## config.mk

```make
export PLATFORM = sky130hd
export DESIGN_NAME = acc_cmd_arbiter
export DESIGN_NICKNAME = d
export VERILOG_FILES = /design/src/rtl/acc_cmd_arbiter.sv
export SDC_FILE = /design/constraint.sdc
export NUM_CORES = 1
export LEC_CHECK = 0
export CORE_ASPECT_RATIO = 1.25
export CORE_UTILIZATION = 46
export CTS_CLUSTER_SIZE = 14
export DETAILED_ROUTE_END_ITERATION = 8
export GPL_TIMING_DRIVEN = 0
export PLACE_DENSITY_LB_ADDON = 0.2
export RECOVER_POWER = 100
export SETUP_SLACK_MARGIN = 0.3
export SLEW_MARGIN = 10
export SYNTH_ARGS = -nofsm -noshare
export SYNTH_HDL_FRONTEND = slang
export SYNTH_SLANG_ARGS = --single-unit
```

## constraint.sdc

```tcl
create_clock -name clk -period 3.9 [get_ports clk]
set_input_delay 0.585 -clock clk [delete_from_list [all_inputs] [get_ports clk]]
set_output_delay 0.585 -clock clk [all_outputs]
set_load 0.01 [all_outputs]
```

## src/rtl/acc_cmd_arbiter.sv

```systemverilog
// Round-robin command arbiter sharing one accumulator between two requesters.
// Issues a load/add strobe, waits SETTLE cycles, then returns the result with an ack.
module acc_cmd_arbiter #(
    parameter int WIDTH  = 8,
    parameter int SETTLE = 1
) (
    input  logic             clk,
    input  logic             reset,
    input  logic             req0,
    input  logic             op0,
    input  logic [WIDTH-1:0] data0,
    input  logic             req1,
    input  logic             op1,
    input  logic [WIDTH-1:0] data1,
    output logic             ack0,
    output logic             ack1,
    output logic [WIDTH-1:0] result,
    output logic             busy,
    output logic             acc_load,
    output logic             acc_add,
    output logic [WIDTH-1:0] acc_data,
    input  logic [WIDTH-1:0] acc_q
);

    typedef enum logic [1:0] {
        S_IDLE,
        S_ISSUE,
        S_WAIT,
        S_ACK
    } state_t;

    localparam logic [3:0] CNT_INIT = 4'(SETTLE - 1);

    state_t           state;
    state_t           state_nx;
    logic             gnt;
    logic             gnt_nx;
    logic             last_grant;
    logic             last_nx;
    logic             op_q;
    logic             op_nx;
    logic [WIDTH-1:0] data_q;
    logic [WIDTH-1:0] data_nx;
    logic [WIDTH-1:0] result_q;
    logic [WIDTH-1:0] result_nx;
    logic [3:0]       cnt;
    logic [3:0]       cnt_nx;
    logic             pick1;

    // On a tie, requester 1 wins only if requester 0 was served last.
    assign pick1 = req1 & (~req0 | ~last_grant);

    always_ff @(posedge clk or posedge reset) begin
        if (reset) begin
            state      <= S_IDLE;
            gnt        <= 1'b0;
            last_grant <= 1'b1;
            op_q       <= 1'b0;
            data_q     <= '0;
            cnt        <= '0;
            result_q   <= '0;
        end else begin
            state      <= state_nx;
            gnt        <= gnt_nx;
            last_grant <= last_nx;
            op_q       <= op_nx;
            data_q     <= data_nx;
            cnt        <= cnt_nx;
            result_q   <= result_nx;
        end
    end

    always_comb begin
        state_nx  = state;
        gnt_nx    = gnt;
        last_nx   = last_grant;
        op_nx     = op_q;
        data_nx   = data_q;
        cnt_nx    = cnt;
        result_nx = result_q;
        unique case (state)
            S_IDLE: begin
                if (req0 | req1) begin
                    gnt_nx   = pick1;
                    last_nx  = pick1;
                    op_nx    = pick1 ? op1 : op0;
                    data_nx  = pick1 ? data1 : data0;
                    state_nx = S_ISSUE;
                end
            end
            S_ISSUE: begin
                cnt_nx   = CNT_INIT;
                state_nx = S_WAIT;
            end
            S_WAIT: begin
                if (cnt == 4'd0) begin
                    result_nx = acc_q;
                    state_nx  = S_ACK;
                end else begin
                    cnt_nx = cnt - 4'd1;
                end
            end
            S_ACK: begin
                state_nx = S_IDLE;
            end
        endcase
    end

    // Moore outputs: decoded purely from registered state.
    always_comb begin
        busy     = 1'b0;
        acc_load = 1'b0;
        acc_add  = 1'b0;
        acc_data = '0;
        ack0     = 1'b0;
        ack1     = 1'b0;
        unique case (1'b1)
            (state == S_IDLE): begin
                busy = 1'b0;
            end
            (state == S_ISSUE): begin
                busy     = 1'b1;
                acc_load = ~op_q;
                acc_add  = op_q;
                acc_data = data_q;
            end
            (state == S_WAIT): begin
                busy     = 1'b1;
                acc_data = data_q;
            end
            (state == S_ACK): begin
                busy = 1'b1;
                ack0 = ~gnt;
                ack1 = gnt;
            end
        endcase
    end

    assign result = result_q;

endmodule

```

==> summary.md <==
| Metric | Value |
|---|---|
| Max IR drop VDD | `0.4084 mV` |
| Mux share of post-synthesis cell area | `15.06%` |
| Compound-cell area share of the yosys netlist | `11.02%` |
| Wire length on met3 | `113 µm` |
| Clock Latency Late Sink | `330 ps` |
| Antenna violations before repair | `0` |
| Clock tree from TritonCTS | `yes` |
| Post-synth top area share | `47.24%` |
| Setup violations, final | `0` |
| TritonRoute pass-1 iters | `4` |
| Post-DP HPWL | `2041 µm` |
| PostCTS Resize Cnt | `0` |
| Synthesis-stage register bit count | `25` |
| Critical R2R Capture | `result[5]` |
| DR vias | `1019` |
| WL met2 | `1426 µm` |
| Post-Synth XOR/XNOR Area | `0%` |
| Metal1 wirelength | `1028 µm` |
| Fin. max-slew vios | `0` |
| Iter 0 DRT Violations | `16` |
| Hold Crit Depth | `2` |
| Maximum clock rate | `379.7 MHz` |
| Largest family of logic cells by synthesized area | `simple AND/OR/NAND/NOR gates` |
| Hold Path Class | `reg -> reg` |
| Setup WS post-layout | `1266 ps` |
| Worst rel slew slack | `37.43%` |
| Post-synth EDFFs | `0` |
| Final Hold Fails | `0` |
| Fin nets | `204` |
| Die area | `2979 µm²` |
| Routed WL | `2603 µm` |
| Synthesized-area fraction occupied by and/or/nand/nor cells | `15.06%` |
| Critical path arrival | `2050 ps` |
| RD Place Congestion | `0.7854` |
| Cts hold-fix bufs | `0` |
| Post-synth top area cell | `dfrtp_1` |
| Drt drc | `0` |
| Total global routing overflow | `0` |
| Width of the die | `49.02 µm` |
| R2r worst-path depth | `5` |
| Vias in the first global route | `1011` |
| Critical path peak fanout | `9` |
| Area growth syn-to-layout | `43.31%` |
| Most frequent cell after synthesis | `dfrtp_1` |
| Register-to-register setup slack | `1910 ps` |
| Clock Skew | `15.56 ps` |
| Top cells by area, synth | `dfrtp_1 (47%), mux2i_1 (7.1%), mux2_2 (7.1%)` |
| Num CTS Buffers | `3` |
| Hold endpoint | `data_q[7]` |
| Slew @ Worst Pin | `928.7 ps` |
| Num rows | `20` |
| Netlist Area Pre-Place | `1271 µm²` |
| Critical R2R Launch | `state[0]` |
| Most common flop cell mapped by yosys | `dfrtp_1` |
| Fraction of layout instances using a drive strength above 1 | `10.78%` |
| Post-Synth Adder-Cell Area | `5.906%` |
| Num ports | `51` |
| Cell area after placement | `1813 µm²` |
| Core area | `2527 µm²` |
| DRT antenna net count | `0` |
| Sequential area share after synthesis | `49.31%` |
| Post-synth ARST share | `100.0%` |
| Top sig layer | `met4` |
| Startpoint of the worst hold path | `data_q[7]` |
| Gr usage total | `19.52%` |
| Synthesized Nets | `149` |
| Routed wire per std cell | `13.02 µm` |
| Unrepaired setup endpoints after global routing | `no` |
| Root Buffer | `clkbuf_4` |
| Synthesized area per cell | `11.25 µm²` |
| WP data required | `3310 ps` |
| N_diodes | `0` |
| Cell area after layout | `1822 µm²` |
| Setup WS pre-CTS | `1704 ps` |
| Layout fillers | `204` |
| CP Class | `reg -> out` |
| Number of max-cap violations | `0` |
| TritonCTS Sinks | `25` |
| DR vias/cell | `5.095` |
| Fin crit period | `2634 ps` |
| Ys Warns | `0` |
| Number of distinct library cells after synthesis | `32` |
| Period utilisation layout | `67.53%` |
| Post-CTS Setup Repair Bufs | `0` |
| Worst setup SP type | `flop` |
| Clock Path Buffers | `2` |
| I/O Buffers | `50` |
| Power per standard cell area | `649.9 nW/µm²` |
| Crit end category | `primary output` |
| Initial Util | `50.30%` |
| Setup TNS | `0 ps` |
| Max H-tree Level | `1` |
| Leakage | `0.8154 nW` |
| First-pass GRT wire length | `4284 µm` |
| Syn Inst Count | `113` |
| Status | `finished clean` |
| Chip height | `60.78 µm` |
| Clock Pin Slew Worst Setup and Hold Paths | `150 ps` |
| Largest net degree at the start of global routing | `26` |
| Top cells by count, synth | `dfrtp_1 (24), o21ai_0 (14), nand2_1 (11)` |
flip-flops by register name, summed over array words and instances (netlist names):
signal      flops
cnt             4
data_q          8
gnt             1
last_grant      1
op_q            1
result          8
state           2
kinds of logic (layout without fill, tap and decap cells):
group / count (synthesis) / count (layout)
muxes: 18 / 18
adders and majority gates: 6 / 6
DFF: 25 / 25
buffers and inverters: 9 / 63
AOI/OAI and AO/OA: 23 / 23
and+or+nand+nor: 32 / 32
how the worst max path moves through the flow:
stage,depth (start not counted),end,startpoint,slack (ps)
6_report,4,acc_data[3],state[1],1270
5_1_grt,4,acc_data[3],state[1],1150
4_1_cts,4,acc_data[3],state[1],1320
3_5_place_dp,4,acc_data[3],state[0],1700
3_3_place_gp,4,acc_data[2],state[0],1740
2_1_floorplan,3,acc_data[0],state[0],2330
cell type report:
cell class              instances  area (µm²)  area share, %
flip-flops and latches         25       626.9          34.41
multi-input cells              79       585.6          32.14
clock inverters                 1       7.507         0.4121
plain buffers                   3       15.01         0.8242
clock buffers                   3       22.52          1.236
well taps                      33       41.29          2.266
repair buffers                 50       500.5          27.47
inverters                       6       22.52          1.236
per-layer routing:
metal	vias to the layer above	global-route usage (%)
met5	-	0
met4	0	8.403
met2	27	38.69
met1	489	19.59
li1	498	-
met3	5	4.762
metrics by stage:
| stage | total power [W] | instances | utilization (%) | hold WS (ps) |
|---|---|---|---|---|
| 2_1_floorplan | 0.0008085 | 113 | - | 441.8 |
| 3_3_place_gp | 0.001119 | 196 | 71.73 | 454.3 |
| 3_5_place_dp | 0.001142 | 196 | 71.73 | 463.4 |
| 4_1_cts | 0.001264 | 200 | 72.92 | 494.8 |
| 5_1_grt | 0.001278 | 200 | 72.08 | 520.9 |
| 6_report | 0.001184 | 200 | 72.08 | 489.0 |
worst max-delay path, cell delays in order (launching register included):
cell and delay (ps):
dfrtp_1 430, inv_1 100, ha_1 420, and2_1 160, dlygate4sd3_1 610
report_power, final:
| part | internal (W) | switching [W] |
|---|---|---|
| Clock | 0.0000392 | 0.0000821 |
| Combinational | 0.000346 | 0.000285 |
| Sequential | 0.000373 | 0.0000582 |
layout by cell type (no fill, tap or decap):
| master | count |
|---|---|
| clkdlybuf4s50_1 | 27 |
| dfrtp_1 | 24 |
| dlygate4sd3_1 | 23 |
| o21ai_0 | 16 |
| nand2_1 | 11 |
| and2_1 | 10 |
| mux2i_1 | 9 |
| mux2_2 | 8 |
| inv_1 | 6 |
| ha_1 | 6 |
| clkbuf_4 | 3 |
| clkbuf_1 | 2 |
| a21oi_1 | 2 |
| nor2b_1 | 2 |
| and4bb_2 | 1 |
| a21boi_1 | 1 |
| buf_4 | 1 |
| nor3b_1 | 1 |
| or3b_4 | 1 |
| o32a_2 | 1 |
| nor2_1 | 1 |
| or2b_2 | 1 |
| and2b_1 | 1 |
| nor3_1 | 1 |
| nand2b_1 | 1 |
| nand3b_1 | 1 |
| o221ai_1 | 1 |
| a31oi_1 | 1 |
| a22o_1 | 1 |
| mux2_1 | 1 |
| clkinvlp_4 | 1 |
| dfstp_2 | 1 |
Power figures use the tool's default switching activity.
